`src/rtl/outbuf_drain.sv`:
```
// Output-buffer drain: pops PAR_READ-wide groups from the result FIFO and unpacks them,
// least-significant lane first, into a one-word valid/ready stream. Optional: OUTBUF_DRAIN_RELU_EN.
module outbuf_drain #(
    parameter int DATA_WIDTH = 17,
    parameter int PAR_READ   = 2,
    parameter int CNT_WIDTH  = 16
) (
    input  logic                           clk,
    input  logic                           rstn,
    input  logic                           start,
    input  logic [CNT_WIDTH-1:0]           out_count,
    input  logic                           buf_empty,
    input  logic [PAR_READ*DATA_WIDTH-1:0] buf_dout,
    output logic                           buf_ren,
    output logic                           m_valid,
    input  logic                           m_ready,
    output logic [DATA_WIDTH-1:0]          m_data,
    output logic                           m_last,
    output logic                           busy,
    output logic                           done
);

    localparam int LANE_W = (PAR_READ > 1) ? $clog2(PAR_READ) : 1;
    localparam logic [LANE_W-1:0]    LANE_ZERO = {LANE_W{1'b0}};
    localparam logic [LANE_W-1:0]    LANE_ONE  = {{(LANE_W-1){1'b0}}, 1'b1};
    localparam logic [LANE_W-1:0]    LANE_LAST = LANE_W'(PAR_READ - 1);
    localparam logic [CNT_WIDTH-1:0] CNT_ZERO  = {CNT_WIDTH{1'b0}};
    localparam logic [CNT_WIDTH-1:0] CNT_ONE   = {{(CNT_WIDTH-1){1'b0}}, 1'b1};

    typedef enum logic [1:0] {
        IDLE  = 2'd0,
        FETCH = 2'd1,
        SEND  = 2'd2,
        DONE  = 2'd3
    } state_t;

    state_t                           state_r, state_s;
    logic [PAR_READ*DATA_WIDTH-1:0]   hold_r, hold_s;
    logic [LANE_W-1:0]                lane_r, lane_s;
    logic [CNT_WIDTH-1:0]             remaining_r, remaining_s;
    logic                             ren_s;
    logic                             m_valid_r, m_last_r, busy_r, done_r;
    logic [DATA_WIDTH-1:0]            m_data_r;

    function automatic logic [DATA_WIDTH-1:0] lane_word(
        input logic [PAR_READ*DATA_WIDTH-1:0] grp,
        input logic [LANE_W-1:0]              idx
    );
        lane_word = {DATA_WIDTH{1'b0}};
        for (int k = 0; k < PAR_READ; k++) begin
            if (idx == LANE_W'(k)) lane_word = grp[k*DATA_WIDTH +: DATA_WIDTH];
        end
    endfunction

    function automatic logic [DATA_WIDTH-1:0] relu(input logic [DATA_WIDTH-1:0] w);
        relu = w[DATA_WIDTH-1] ? {DATA_WIDTH{1'b0}} : w;
    endfunction

    // Next-state, datapath-next and pop-strobe logic
    always_comb begin
        state_s     = state_r;
        hold_s      = hold_r;
        lane_s      = lane_r;
        remaining_s = remaining_r;
        ren_s       = 1'b0;
        case (state_r)
            IDLE: begin
                if (start) begin
                    remaining_s = out_count;
                    if (out_count == CNT_ZERO) state_s = DONE;
                    else                       state_s = FETCH;
                end else begin
                    state_s = IDLE;
                end
            end
            FETCH: begin
                if (!buf_empty) begin
                    ren_s   = 1'b1;
                    hold_s  = buf_dout;
                    lane_s  = LANE_ZERO;
                    state_s = SEND;
                end else begin
                    state_s = FETCH;
                end
            end
            SEND: begin
                if (m_valid_r && m_ready) begin
                    remaining_s = remaining_r - CNT_ONE;
                    lane_s      = lane_r + LANE_ONE;
                    if (remaining_r == CNT_ONE)  state_s = DONE;
                    else if (lane_r == LANE_LAST) state_s = FETCH;
                    else                          state_s = SEND;
                end else begin
                    state_s = SEND;
                end
            end
            DONE:    state_s = IDLE;
            default: state_s = IDLE;
        endcase
    end

    // State, datapath and registered-output update
    always_ff @(posedge clk) begin
        if (!rstn) begin
            state_r     <= IDLE;
            hold_r      <= {(PAR_READ*DATA_WIDTH){1'b0}};
            lane_r      <= LANE_ZERO;
            remaining_r <= CNT_ZERO;
            m_valid_r   <= 1'b0;
            m_last_r    <= 1'b0;
            busy_r      <= 1'b0;
            done_r      <= 1'b0;
            m_data_r    <= {DATA_WIDTH{1'b0}};
        end else begin
            state_r     <= state_s;
            hold_r      <= hold_s;
            lane_r      <= lane_s;
            remaining_r <= remaining_s;
            m_valid_r   <= (state_s == SEND);
            m_last_r    <= (state_s == SEND) && (remaining_s == CNT_ONE);
            busy_r      <= (state_s == FETCH) || (state_s == SEND);
            done_r      <= (state_s == DONE);
            m_data_r    <= (state_s == SEND) ? lane_word(hold_s, lane_s) : {DATA_WIDTH{1'b0}};
        end
    end

    // Pop must follow the live empty flag; gated by reset so a reset never pops
    assign buf_ren = ren_s & rstn;
    assign m_valid = m_valid_r;
    assign m_last  = m_last_r;
    assign busy    = busy_r;
    assign done    = done_r;
`ifdef OUTBUF_DRAIN_RELU_EN
    assign m_data  = relu(m_data_r);
`else
    assign m_data  = m_data_r;
`endif

endmodule
```
`config.mk`:
```
export PLATFORM = sky130hd
export DESIGN_NAME = outbuf_drain
export DESIGN_NICKNAME = d
export VERILOG_FILES = /design/src/rtl/outbuf_drain.sv
export SDC_FILE = /design/constraint.sdc
export NUM_CORES = 1
export LEC_CHECK = 0
export ABC_CLOCK_PERIOD_IN_PS = 5700
export CORE_AREA = 2 2 125 127
export DETAILED_ROUTE_END_ITERATION = 8
export DIE_AREA = 0 0 127 129
export GPL_ROUTABILITY_DRIVEN = 0
export PLACE_DENSITY_LB_ADDON = 0.08
export SLEW_MARGIN = 20
export SYNTH_ARGS = -nofsm -noshare
export SYNTH_HDL_FRONTEND = slang
export SYNTH_SLANG_ARGS = --single-unit
```
`constraint.sdc`:
```
create_clock -name clk -period 5.7 [get_ports clk]
set_clock_uncertainty 0.05 [all_clocks]
set_input_delay 0.57 -clock clk [delete_from_list [all_inputs] [get_ports clk]]
set_output_delay 0.57 -clock clk [all_outputs]
set_load 0.01 [all_outputs]
```
Word-level counts from Yosys, hierarchy flattened --
Cells that the tools add are included.
Operators by class: reductions and logical operators 6, mux-type cells 18, bitwise gates (word level) 1, add/sub/neg operators 2, equality and inequality tests 8
Operators with widths (count):
- two-way mux 34 bit | 2
- equality test 16 x 1 -> 1 bit, second input constant | 2
- two-way mux 16 bit | 2
- one-hot mux 16 bit (2 select lines) | 1
- two-way mux 17 bit | 1
- zero test 16 bit | 1
- subtractor 16 x 1 -> 16 bit, second input constant | 1
- two-way mux 2 bit | 6
- equality test 2 bit, second input constant | 4
- one-hot mux 2 bit (4 select lines) | 1
- equality test 2 x 1 -> 1 bit, second input constant | 2
- two-way mux 1 bit | 4
- logical AND 1 bit | 2
- zero test 2 bit | 1
- one-hot mux 1 bit (2 select lines) | 1
- AND reduction 2 bit | 1
- adder 1 bit, second input constant | 1
- AND 1 bit | 1
- logical OR 1 bit | 1
Word-level totals: logic and storage cells 44, bits of input ports 55, flip-flop bits (word level) 74, output and inout port bits 22

Logic depth before layout (Yosys ltp) --
word-level depth 6, depth in mapped cells 14, gate-level depth less buffers 13

Worst setup path before layout --
OpenSTA, ideal clock, no wires.
kind input port to flip-flop, start point input start, end point register m_last_r (netlist: m_last), path slack 2.765 ns, required time 5.562 ns, stages 13, setup time 0.088 ns, buffers on the path 3, data arrival time 2.797 ns, path through clkbuf_1 -> clkbuf_1 -> nand2_1 -> nor4b_1 -> nand4_1 -> o21ai_1 -> ha_1 -> and2_1 -> clkbuf_1 -> nand3_1 -> nor4_1 -> nand2_1 -> nor4_2
On the way: longest elaborated chain between the ends 4
Ends and longest elaborated chain:
- start, declared | line 10 | input logic start,
- two-way mux 2 bit | line 68 | if (start) begin
- one-hot mux 2 bit (4 select lines) | line 66 | case (state_r)
- named net state_s[1] | line 37 | state_t state_r, state_s;
- equality test 2 bit | line 120 | m_last_r <= (state_s == SEND) && (remaining_s == CNT_ONE);
- logical AND 1 bit | line 120
- end signal, assigned | line 120
- end, declared | line 42 | logic m_valid_r, m_last_r, busy_r, done_r;
The timed path passes the listed nets, and every way through them passes these cells. A chain may end at the register's enable or synchronous reset.

Final worst setup path --
start point register remaining_r[6], end point register m_last_r (netlist: m_last)
On the way: longest elaborated chain between the ends 6
Ends and longest elaborated chain:
- start, declared | line 40 | logic [CNT_WIDTH-1:0] remaining_r, remaining_s;
- start signal, assigned | line 118 | remaining_r <= remaining_s;
- equality test 16 x 1 -> 1 bit | line 90 | if (remaining_r == CNT_ONE) state_s = DONE;
- two-way mux 2 bit | line 90
- two-way mux 2 bit | line 87 | if (m_valid_r && m_ready) begin
- one-hot mux 2 bit (4 select lines) | line 66
- named net state_s[1] | line 37
- equality test 2 bit | line 120
- logical AND 1 bit | line 120
The timed path passes the listed nets, and every way through them passes these cells.

==> flow_summary.ini <==
[routing]
dr.pass1.iters = 4
initialDrtViolationCount = 179
vias = 3270
wire_per_inst_um = 16.2
wl_um = 11000
antenna_left = 0
viasPerCell = 4.83
drc_errors = 0

[finish]
area_growth_pct = 32.4
finish.instance_area_um2 = 5120
layout-drive-gt1-share = 0.125
stdcell_count = 677
diodes = 0
nets = 546
final_common_cell = nand2_1
final_cell_mix = nand2_1, clkdlybuf4s50_1, dfxtp_1, a21boi_0, and2_1

[critical_path]
path_class = reg2reg
cp.buffers_inverters = 0
crit_slowest_cell = nor4_1
worstPathMaxFanout = 8
cp_top_family = simple AND/OR/NAND/NOR gates
r2r_cells = 11
crit_path_end_kind = flip-flop
crit_arrival_ns = 3.47
cp.required_ns = 5.90
cpPeakStageDelay_ns = 0.65
cp.depth = 11
crit_chain = nor4_1, nand4_1, nand3_1, a21oi_1, o21ai_1, ha_1, and2_1, nand3_1, nor4_1, nand2_1, nor4_2
worstSetupStartpointType = flip-flop

[sta]
rsz0062_at_grt = false
hold_violations = 0
fin_setup_tns_ns = 0
slew-limit-headroom = 0.359
setup_viol = 0
slew_violations = 0
timing.fmax_mhz = 306
period_share = 0.574
worst_pin_slew_ns = 0.962
fin_crit_ns = 3.27

[yosys]
syn_area_um2 = 3870
yosysUniqueCellTypes = 55
synth_cells = 422
synthFlopType = dfxtp_1
yosysTopAreaCell = dfxtp_1
synth_top_cell_area_share = 0.383
ys_warn_count = 0
syn_avg_cell_area_um2 = 9.16
ys_async_sr_fraction = 0
synthesis.nets = 484
ys_seq_area_frac = 0.383
synth_seq_cells = 74
synth-edff-count = 0
synth_area_leaders = dfxtp_1, mux4_2, nand2_1

[grt]
grt_max_degree = 58
antenna_found_initial = 0
first_global_vias = 3426
grt_overflow = 0
grt_usage = 0.142
grt_pass1_wl_um = 18100

[placement]
dp_hpwl_um = 7420
place_inst = 661
dpl_cell_area_um2 = 4790
io_buffers = 76

[cts]
numCtsBuffers = 9
cts_resized = 0
cts_tree = done
postCtsSetupBuffers = 0
htreeDepth = 3
clockBufferDepth = 2
clk_latency_ns = 0.34
cts_root_buf = clkbuf_16
holdBufCountCts = 0
cts_sinks = 74
path_clk_slew_ns = 0.06

[job]
max_cap_violations = 0

[floorplan]
core_area_um2 = 15000
die-area_um2 = 16400
die_x_um = 127
rows = 45
die_h_um = 129
io_pins = 77
start_util = 0.258

[worst_hold_path]
whs_path_depth = 2
min_path_type = reg2reg

[power_and_ir_drop]
power.density_nw_per_um2 = 265
vdd_drop_max_mv = 0.103
power_leakage_uw = 0.00179

[status]
outcome = finished, final reports clean
[worst paths after layout]
kind	start	end	slack (ns)
worst max-delay path	remaining_r[6]$_SDFF_PN0_	m_last$_SDFF_PN0_	2.43
worst min-delay path	hold_r[28]$_SDFF_PN0_	hold_r[28]$_SDFF_PN0_	0.41
worst max register to register	remaining_r[6]$_SDFF_PN0_	m_last$_SDFF_PN0_	2.43
worst min register to register	hold_r[28]$_SDFF_PN0_	hold_r[28]$_SDFF_PN0_	0.41
[per-layer routing]
| layer | up-vias | track usage | share of wire |
|---|---|---|---|
| met2 | 87 | 0.230 | 0.46 |
| li1 | 1627 | - | - |
| met3 | 12 | 0.0312 | 0.050 |
| met5 | - | 0 | 0 |
| met1 | 1544 | 0.182 | 0.47 |
| met4 | 0 | 0.0640 | 0.020 |
[per-stage QoR]
stage / total power [uW] / hold WS, ns / util / worst slack [ns]
6_report: 1360 / 0.411 / 0.342 / 2.43
5_1_grt: 1420 / 0.431 / 0.342 / 2.05
4_1_cts: 1380 / 0.416 / 0.342 / 2.42
3_5_place_dp: 737 / 0.407 / 0.320 / 2.21
3_3_place_gp: 737 / 0.397 / 0.320 / 2.23
2_1_floorplan: 661 / 0.390 / - / 2.77
[kinds of logic (layout without fill, tap and decap cells)]
group / after synthesis / count (layout) / share of synthesized area
flops: 74 / 74 / 0.383
fa+ha+maj: 7 / 7 / 0.0226
xor+xnor: 4 / 4 / 0.00906
mux: 33 / 33 / 0.145
buf+inv: 40 / 107 / 0.0427
compound gates: 76 / 76 / 0.146
simple gates: 188 / 188 / 0.251
[sequential cells by signal (all words and copies together), names as in the netlist]
name,cells
lane_r,1
m_data,17
remaining_r,16
hold_r,34
m_valid,1
done,1
busy,1
state_r,2
m_last,1
[power breakdown]
part | leakage (uW) | total [uW] | internal [uW] | switching (uW)
clock | 0.000163 | 633 | 407 | 226
sequential | 0.000601 | 555 | 534 | 20.8
combinational | 0.00102 | 169 | 93.1 | 76.1
total | 0.00179 | 1360 | 1030 | 323
[synthesized netlist by cell type (4+ instances only)]
master / count
nor2b_1: 11
a21oi_1: 6
a22o_1: 4
nand4_1: 6
a22oi_1: 4
and2_1: 32
nand2_1: 86
nor2_1: 7
mux2_2: 14
clkbuf_1: 24
inv_1: 8
ha_1: 7
o211ai_1: 4
mux4_2: 17
a21boi_0: 35
dfxtp_1: 74
nand3_1: 10
nor4_1: 11
[final cells by class]
type	instances	area [um2]
clock buffer	12	256
clock inverter	4	73.8
fill	1581	9860
inverter	8	30.0
multi-input combinational	308	2230
sequential	74	1480
tap	188	235
timing repair buffer	83	813
[worst min-delay path, stage by stage, from the launching register on]
cell	delay [ns]
dfxtp_1	0.31
nand2_1	0.05
a21boi_0	0.06
Power figures use the tool's default switching activity.
